### config.mk
export PLATFORM = sky130hd
export DESIGN_NAME = mem_stage_ctrl
export DESIGN_NICKNAME = d
export VERILOG_FILES = /design/src/rtl/mem_stage_ctrl.sv
export SDC_FILE = /design/constraint.sdc
export NUM_CORES = 1
export LEC_CHECK = 0
export ABC_AREA = 1
export CAP_MARGIN = 20
export CORE_UTILIZATION = 41
export CTS_BUF_LIST = sky130_fd_sc_hd__clkbuf_16
export DETAILED_ROUTE_END_ITERATION = 12
export GPL_TIMING_DRIVEN = 0
export PLACE_DENSITY = 0.81
export SLEW_MARGIN = 15
export SYNTH_ARGS = -nofsm -noshare
export SYNTH_HDL_FRONTEND = slang
export SYNTH_SLANG_ARGS = --single-unit
export TNS_END_PERCENT = 5
### constraint.sdc
create_clock -name clk -period 1.75 [get_ports clk]
set_clock_uncertainty 0.2 [all_clocks]
set_input_delay 0.35 -clock clk [delete_from_list [all_inputs] [get_ports clk]]
set_output_delay 0.35 -clock clk [all_outputs]
set_load 0.02 [all_outputs]
### src/rtl/mem_stage_ctrl.sv
// mem_stage_ctrl: MEM stage of a 5-stage MIPS pipeline with a req/ack data-memory port.
// Define MEM_TIMEOUT_EN to abort accesses that wait TIMEOUT cycles without dmem_ack.
module mem_stage_ctrl #(
  parameter int TIMEOUT = 16,
  parameter int CNT_W   = 8
) (
  input  logic        clk,
  input  logic        rst,
  input  logic [31:0] alu_result_in,
  input  logic [31:0] write_data_in,
  input  logic [31:0] pc_branch_in,
  input  logic [4:0]  write_reg_in,
  input  logic        zero_in,
  input  logic        mem_read_in,
  input  logic        mem_write_in,
  input  logic        mem_to_reg_in,
  input  logic        reg_write_in,
  input  logic        branch_in,
  output logic        dmem_req,
  output logic        dmem_we,
  output logic [31:0] dmem_addr,
  output logic [31:0] dmem_wdata,
  input  logic [31:0] dmem_rdata,
  input  logic        dmem_ack,
  output logic        stall,
  output logic        pc_src,
  output logic [31:0] pc_branch_out,
  output logic [31:0] read_data_out,
  output logic [31:0] alu_result_out,
  output logic [4:0]  write_reg_out,
  output logic        mem_to_reg_out,
  output logic        reg_write_out,
  output logic        bus_error
);

  typedef enum logic [0:0] {
    IDLE = 1'b0,
    WAIT = 1'b1
  } state_t;

  state_t      state_r;
  logic        mem_op_s;
  logic        timeout_s;
  logic        done_s;
  logic        stall_s;

  // request latched on entry to WAIT; upstream may change freely afterwards
  logic [31:0] addr_r;
  logic [31:0] wdata_r;
  logic        we_r;
  logic [4:0]  wreg_lat_r;
  logic        m2r_lat_r;
  logic        rw_lat_r;

  logic        req_r;
  logic [31:0] read_data_r;
  logic [31:0] alu_out_r;
  logic [4:0]  wreg_out_r;
  logic        m2r_out_r;
  logic        rw_out_r;

  if (2 ** CNT_W <= TIMEOUT) begin : g_bad_cnt_w
    $error("mem_stage_ctrl: CNT_W too narrow for TIMEOUT");
  end

  assign mem_op_s = mem_read_in | mem_write_in;

`ifdef MEM_TIMEOUT_EN
  logic [CNT_W-1:0] wait_cnt_r;
  logic             bus_error_r;

  // timeout fires on the TIMEOUT-th consecutive WAIT cycle without ack
  assign timeout_s = (state_r == WAIT) && !dmem_ack && (wait_cnt_r == CNT_W'(TIMEOUT - 1));

  // wait-cycle counter and one-cycle bus error pulse
  always_ff @(posedge clk) begin
    if (rst) begin
      wait_cnt_r  <= '0;
      bus_error_r <= 1'b0;
    end else begin
      bus_error_r <= timeout_s;
      if ((state_r == WAIT) && !dmem_ack && !timeout_s) begin
        wait_cnt_r <= wait_cnt_r + CNT_W'(1);
      end else begin
        wait_cnt_r <= '0;
      end
    end
  end

  assign bus_error = bus_error_r;
`else
  assign timeout_s = 1'b0;
  assign bus_error = 1'b0;
`endif

  assign done_s = (state_r == WAIT) && (dmem_ack || timeout_s);

  // stall upstream from the issue cycle until the access completes
  always_comb begin
    stall_s = 1'b0;
    case (state_r)
      IDLE:    stall_s = mem_op_s;
      WAIT:    stall_s = !(dmem_ack || timeout_s);
      default: stall_s = 1'b0;
    endcase
  end

  assign stall         = stall_s;
  assign pc_src        = branch_in & zero_in & ~stall_s;
  assign pc_branch_out = stall_s ? 32'h0000_0000 : pc_branch_in;

  // access FSM, request latch and MEM/WB pipeline register
  always_ff @(posedge clk) begin
    if (rst) begin
      state_r     <= IDLE;
      req_r       <= 1'b0;
      addr_r      <= 32'h0000_0000;
      wdata_r     <= 32'h0000_0000;
      we_r        <= 1'b0;
      wreg_lat_r  <= 5'd0;
      m2r_lat_r   <= 1'b0;
      rw_lat_r    <= 1'b0;
      read_data_r <= 32'h0000_0000;
      alu_out_r   <= 32'h0000_0000;
      wreg_out_r  <= 5'd0;
      m2r_out_r   <= 1'b0;
      rw_out_r    <= 1'b0;
    end else begin
      case (state_r)
        IDLE: begin
          if (mem_op_s) begin
            addr_r     <= alu_result_in;
            wdata_r    <= write_data_in;
            we_r       <= mem_write_in;
            wreg_lat_r <= write_reg_in;
            m2r_lat_r  <= mem_to_reg_in;
            rw_lat_r   <= reg_write_in;
            req_r      <= 1'b1;
            rw_out_r   <= 1'b0;
            state_r    <= WAIT;
          end else begin
            read_data_r <= 32'h0000_0000;
            alu_out_r   <= alu_result_in;
            wreg_out_r  <= write_reg_in;
            m2r_out_r   <= mem_to_reg_in;
            rw_out_r    <= reg_write_in;
            req_r       <= 1'b0;
            state_r     <= IDLE;
          end
        end
        WAIT: begin
          if (done_s) begin
            // stores and aborted loads write back zero data
            read_data_r <= (we_r || timeout_s) ? 32'h0000_0000 : dmem_rdata;
            alu_out_r   <= addr_r;
            wreg_out_r  <= wreg_lat_r;
            m2r_out_r   <= m2r_lat_r;
            rw_out_r    <= rw_lat_r & ~timeout_s;
            req_r       <= 1'b0;
            state_r     <= IDLE;
          end else begin
            rw_out_r <= 1'b0;
            req_r    <= 1'b1;
            state_r  <= WAIT;
          end
        end
        default: begin
          req_r    <= 1'b0;
          rw_out_r <= 1'b0;
          state_r  <= IDLE;
        end
      endcase
    end
  end

  assign dmem_req       = req_r;
  assign dmem_we        = we_r;
  assign dmem_addr      = addr_r;
  assign dmem_wdata     = wdata_r;
  assign read_data_out  = read_data_r;
  assign alu_result_out = alu_out_r;
  assign write_reg_out  = wreg_out_r;
  assign mem_to_reg_out = m2r_out_r;
  assign reg_write_out  = rw_out_r;

endmodule

### After elaboration in Yosys (flattened, before gate mapping)

Cells that the tools add are included.
W data, S select, Z words.

* flip-flop bits (word level): 144
* output and inout bits: 172

* equal/unequal tests: 2
* muxes and demuxes: 21
* bitwise gates (word level): 5
* reductions and logical operators: 4

Operators with widths (count)
* $mux W32: 6
* $pmux W32 S2: 2
* $mux W5: 2
* $pmux W5 S2: 1
* $pmux W1 S2: 4
* $mux W1: 6
* $ne A2 B2 Y1 const B: 2
* $reduce_and A2 Y1: 2
* $and A1 B1 Y1: 2
* $not A1 Y1: 2
* $logic_and A1 B1 Y1: 1
* $logic_not A1 Y1: 1
* $or A1 B1 Y1: 1

### Logic depth before layout (Yosys ltp)

Gate-level depths: netlist of the first run.

* word-level depth: 4
* depth in mapped cells: 8
* mapped depth without buffers: 5

### Worst setup path before layout of the first run

OpenSTA, ideal clock, no wires.

* path kind: reg-to-output
* from: register, netlist name dmem_req
* to: output port pc_branch_out[22]
* data arrival time: 1.315 ns
* slack: -0.115 ns
* stages on the path, launching flop included: 7
* buffers on the path: 2
* cell sequence: dfxtp_1 -> buf_4 -> nand2_1 -> nand2_1 -> inv_2 -> buf_2 -> nor2_1

RTL lines
* to (decl): RTL line 27 `output logic [31:0] pc_branch_out,`

==> results by group, run 1 <==
Status
  – Status: complete, but fails checks
  – Failing checks: negative setup slack

Clock network
  – CTS hold repair buffers: 0
  – Root Buffer: clkbuf_16
  – Clock-pin transition on the worst setup and hold timing paths: roughly 60 ps
  – CTS max path bufs: 2
  – CTS Buf Count: 17
  – Skew-Pair Late Insertion Delay: roughly 420 ps
  – H-tree depth: 4
  – CTS tree: done
  – Sink Count: 144

Route
  – Pre-antenna DRT Iters: 5
  – Routed Antenna Nets: 0
  – DRC Markers: 0
  – Drt wl/cell: 14.7 um
  – Iteration-0 DRC Markers: about 330
  – Via density: approximately 4.8
  – Final wirelength: 22.1 mm
  – Vias: 7,235

Synth
  – Post-Syn Instances: 961
  – Avg Cell Area, Syn: ~6.6 sq um
  – Number of synthesized flops with an enable pin: 0
  – Synth top area cells: dfxtp_1 (45%), nor2_1 (14%), nand2_1 (11%)
  – Syn nets: between 1,000 and 1,500
  – Warnings, synthesis: 0
  – Post-synthesis cell area: 0.00639 sq mm
  – Ys async rst share: 0%
  – Yosys top cell area share: between 40 and 50%
  – Number of distinct library cells after synthesis: 20
  – Synth top cells by count: nor2_1 (238), nand2_1 (190), dfxtp_1 (144), inv_1 (94), nand3_1 (72)
  – Leading area contributor after synthesis: dfxtp_1
  – Flops & latches, synth: roughly 140
  – Register area share after synthesis: between 40 and 50%
  – Top-count cell post-synth: nor2_1
  – Primary FF master, synth: dfxtp_1

Critical path
  – Worst Setup End Kind: output port
  – Req. time, crit path: 1200 ps
  – Worst setup SP type: register
  – Max Fanout on Critical Path: 10
  – Arr. time, crit path: ~1500 ps
  – Reg2Reg Depth: 8
  – Critical path class: register to output port

Global route
  – Pin count of the biggest net entering global routing: 17
  – Vias in the first global route: approximately 6,900
  – First-pass GRT wire length: 34.4 mm
  – Congestion Overflow GR: 0
  – GRT Total Usage: 27.4%
  – Initial antenna violation count: 0

Floorplan
  – Initial core utilization: roughly 42%
  – Die area: 0.0161 sq mm
  – # IOs: between 300 and 400
  – # rows: 45
  – Chip height: about 130 um
  – Die W: ~130 um
  – Core box area: approximately 0.015 sq mm

Finish
  – Finished Core Util: 68.0%
  – Layout cell share with drive strength beyond 1: between 10 and 15%
  – Final Non-Filler Cells: 1,500
  – Ant. Diodes: 0
  – Fin nets: 1,441
  – Area grow syn2layout: 62.0%

Timing
  – F_max: between 400 and 500 MHz
  – Period utilization: 119%
  – Final setup vio count: 34
  – Hold Slack: around 260 ps
  – Final setup TNS: -9830 ps
  – Tightest Pin Transition: just over 500 ps
  – Pins over their slew limit: 0
  – Final worst slack: -339 ps
  – Period minus WS final: approximately 2100 ps
  – Final hold violations: 0
  – RSZ-0062 raised after global routing: yes
  – Rel. slew slack: between 60% and 70%

Power
  – Pwr Density: 897 mW/mm^2
  – P_leak: around 0.0054 uW
  – Peak supply drop: 0.000673 V

Placement
  – GPL Wtd Cong: ~0.9
  – Placed cell count: 1,461
  – Count of input and output buffers: 312
  – Half-perimeter wire length after placement: 16.3 mm
  – Pre-CTS setup slack: -1200 ps

Min path
  – Hold path cells: 3
  – Worst Hold Class: input pin to register

Flow run
  – # Max-Cap Violations: 0
[final timing paths]
path,from,to,slack [ps]
hold reg to reg,read_data_out[27],read_data_out[27],260
setup / recovery,dmem_req,pc_branch_out[20],-340
hold / removal,mem_write_in,dmem_we,260
setup reg to reg,dmem_req,alu_result_out[4],60
[cells by family (layout without fill, tap and decap cells)]
logic type | after synthesis | count (layout) | share of synthesized area [%]
other cells | 1 | 1 | 0.0587
compound gates | 123 | 123 | 9.82
simple gates | 522 | 522 | 33.0
flops | 144 | 144 | 45.1
buf+inv | 171 | 522 | 12.0
[metal layers]
layer	track usage, %	routed length [um]	up-vias
met1	28.7	8350	3272
met3	7.93	1610	40
met4	11.7	557	0
met5	0	0	-
li1	-	-	3660
met2	50.8	11600	263
[where the power goes]
| group | internal (uW) | switching (uW) | leakage, uW |
|---|---|---|---|
| Sequential | 3570 | 161 | 0.00119 |
| Combinational | 1040 | 1380 | 0.00394 |
| Clock | 1770 | 1360 | 0.000258 |
[flip-flops by register name (all words and copies together) (netlist names)]
| name | count |
|---|---|
| dmem_we | 1 |
| dmem_wdata | 32 |
| wreg_lat_r | 5 |
| reg_write_out | 1 |
| rw_lat_r | 1 |
| write_reg_out | 5 |
| alu_result_out | 32 |
| dmem_addr | 32 |
| read_data_out | 32 |
| mem_to_reg_out | 1 |
| m2r_lat_r | 1 |
| dmem_req | 1 |
[stage by stage]
stage	cell area [sq um]	power, uW
after global placement	9770	6270
final	10300	9280
after detailed placement	9770	6300
after CTS	10200	9290
after global routing	10300	9720
after floorplan	6410	5060
[repair_timing]
item / 4_1_cts / 5_1_grt
endpoints found under the hold margin: 0 / 0
gates resized for setup: 359 / 41
setup endpoints to repair: 249 / 113
cloned: 1 / 0
pin swaps: 2 / 1
buffers inserted: 5 / 1
[cell type report]
type,count,area [sq um]
Clock inverter,15,80.1
Fill cell,1351,4860
Buffer,73,457
Multi-Input combinational cell,646,2870
Sequential cell,144,2880
Tap cell,188,235
Clock buffer,17,425
Inverter,98,388
Timing Repair Buffer,319,3000
[placed cells by master, fill, tap and decap left out, drive strengths merged]
cell and n:
a21oi 51, buf 98, clkbuf 34, clkdlybuf4s15 2
clkdlybuf4s50 138, clkinv 12, clkinvlp 2, conb 1
dfxtp 144, dlygate4sd2 137, inv 99, nand2 191
nand3 72, nand4 21, nor2 238, o21ai 72
[critical path, cell delays in order (launching register included)]
cell and delay [ps]:
dfxtp_2 320, buf_6 130, inv_8 50, nand2_4 50
nand2_4 100, inv_8 60, buf_12 150, nor2_2 90
buf_4 150
Power figures use the tool's default switching activity.
==> run 2, diff against run 1 <==
ABC_CLOCK_PERIOD_IN_PS = 1750   (was not set)
CORE_UTILIZATION = 35   (was 41)
PLACE_DENSITY = 0.71   (was 0.81)
==> run 2 against run 1 <==
Compared with the run above: the run still ends with negative setup slack left; critical path type unchanged; final cell count is 2.7% higher; total power up 1.8%; global-route usage decreased by 3.2 points; combinational power about the same; die area rose by 17%; critical endpoint is now pc_branch_out[4]; non-clock buffer count is the same; clock power grew 6%.
==> results by group, run 2 (synthesis gave the netlist of run 1 again) <==
Critical path
  – Cell chain of the critical path: buf_6 > inv_8 > nand2_4 > nand2_4 > inv_8 > buf_12 > nor2_2 > buf_4
  – Max Fanout on Critical Path: 10
  – CP max stage delay: 320 ps
  – Worst Setup End Kind: output port
  – Req. time, crit path: 1200 ps
  – Critical path class: register to output port
  – Slowest stage cell on the critical path: dfxtp_2
  – Arr. time, crit path: 1520 ps
  – Worst setup SP type: register

Finish
  – Fin nets: 1,441
  – FILL cells: about 1,800
  – Finished Core Util: 58.0%
  – Most frequent cells in the layout: nor2_1 (212), nand2_1 (188), dfxtp_1 (143)
  – Area grow syn2layout: 62.6%
  – Most common cell after layout, fill and taps aside: nor2_1
  – Layout cell share with drive strength beyond 1: 12.7%

Timing
  – Final hold violations: 0
  – Final setup vio count: 35
  – F_max: 482 MHz
  – Pins over their slew limit: 0
  – Hold Slack: 123 ps
  – RSZ-0062 raised after global routing: yes
  – Final worst slack: -325 ps
  – Period minus WS final: 2070 ps
  – Period utilization: 119%

Route
  – Routed Antenna Nets: 0
  – Final wirelength: 22.7 mm
  – Via density: roughly 4.7
  – Iteration-0 DRC Markers: 324
  – Drt wl/cell: between 10 and 15 um
  – Vias: between 7,000 and 8,000
  – Pre-antenna DRT Iters: 5
  – DRC Markers: 0

Global route
  – First-pass GRT wire length: between 30 and 40 mm
  – Congestion Overflow GR: 0
  – Vias in the first global route: 6,886
  – GRT Total Usage: 24.2%
  – Pin count of the biggest net entering global routing: 17
  – Initial antenna violation count: 1

Floorplan
  – Chip height: 137 um
  – # rows: ~50
  – Core box area: 0.0179 sq mm
  – # IOs: between 300 and 400
  – Die W: around 140 um
  – Die area: 0.0188 sq mm
  – Initial core utilization: 35.7%

Placement
  – GPL Wtd Cong: 0.816
  – Count of input and output buffers: 312
  – Half-perimeter wire length after placement: 16.8 mm

Flow run
  – # Max-Cap Violations: 0

Clock network
  – Clock-pin transition on the worst setup and hold timing paths: 50 ps
  – Sink Count: 144
  – CTS max path bufs: 2
  – H-tree depth: 4
  – Skew-Pair Late Insertion Delay: 420 ps
  – Root Buffer: clkbuf_16
  – CTS Buf Count: 17
  – CTS hold repair buffers: 0
  – CTS tree: done

Power
  – Pwr Density: 910 mW/mm^2
  – P_leak: 0.00539 uW
  – Peak supply drop: 0.000687 V

Status
  – Failing checks: negative setup slack
  – Status: complete, but fails checks

Min path
  – Worst Hold Class: input pin to register
run 2: cell types whose count changed in the layout (fill, tap and decap cells not counted), moves of 3 or more:
cell	delta
buf_6	-4
buf_2	-5
nor2_4	-5
nor2_2	+4
buf_4	+7
clkinv_2	-4
clkdlybuf4s15_1	+3
run 2: where the power goes:
part / internal, uW / total, uW / switching [uW] / leakage, uW
combinational: 1030 / 2400 / 1370 / 0.00394
sequential: 3570 / 3730 / 162 / 0.00119
clock: 1910 / 3310 / 1400 / 0.000255
run 2: layout make-up:
cell class | instances | area (sq um) | area share (%)
Sequential cell | 144 | 2880 | 27.8
Clock inverter | 13 | 101 | 0.976
Tap cell | 229 | 287 | 2.76
Buffer | 73 | 473 | 4.56
Multi-Input combinational cell | 646 | 2850 | 27.4
Timing Repair Buffer | 319 | 2970 | 28.6
Antenna cell | 1 | 2.50 | 0.0241
Clock buffer | 17 | 425 | 4.10
Inverter | 98 | 390 | 3.76
run 2: layer usage:
metal  GRT usage, %  vias up  share of wire [%]
met4           10.1        0                2.9
met2           42.5      256                 50
met1           27.1     3212                 39
met5              0        -                  0
met3           7.00       39                7.5
li1               -     3655                  -
run 2: final timing paths:
| path | from | to | slack (ps) | cells after the start |
|---|---|---|---|---|
| setup reg to reg | dmem_req | dmem_wdata[25] | -10 | 7 |
| hold / removal | rst | dmem_req | 120 | 2 |
| hold reg to reg | read_data_out[19] | read_data_out[19] | 270 | 2 |
| setup / recovery | dmem_req | pc_branch_out[4] | -320 | 8 |
run 2: timing repair:
| action | CTS | global route |
|---|---|---|
| buffers inserted | 6 | 1 |
| endpoints found under the setup margin | 292 | 156 |
| gates resized for setup | 352 | 52 |
| pin swaps | 2 | 1 |
run 2: metrics by stage:
step                      TNS (ps)  instance area [sq um]  total power (uW)  cells  setup WS, ps
after floorplan              -1570                   6410              5060    961         -69.9
after global placement     -118020                   9820              6300   1502         -1240
after detailed placement   -116200                   9820              6320   1502         -1220
after CTS                   -10880                  10300              9480   1538          -347
after global routing        -13300                  10400              9920   1540          -408
final                        -9820                  10400              9450   1540          -325
run 2: critical path, delay by kind of cell (launching register included):
kind                   cells  cell delay (ps)
and+or+nand+nor            3              260
DFF                        1              320
buffers and inverters      5              530
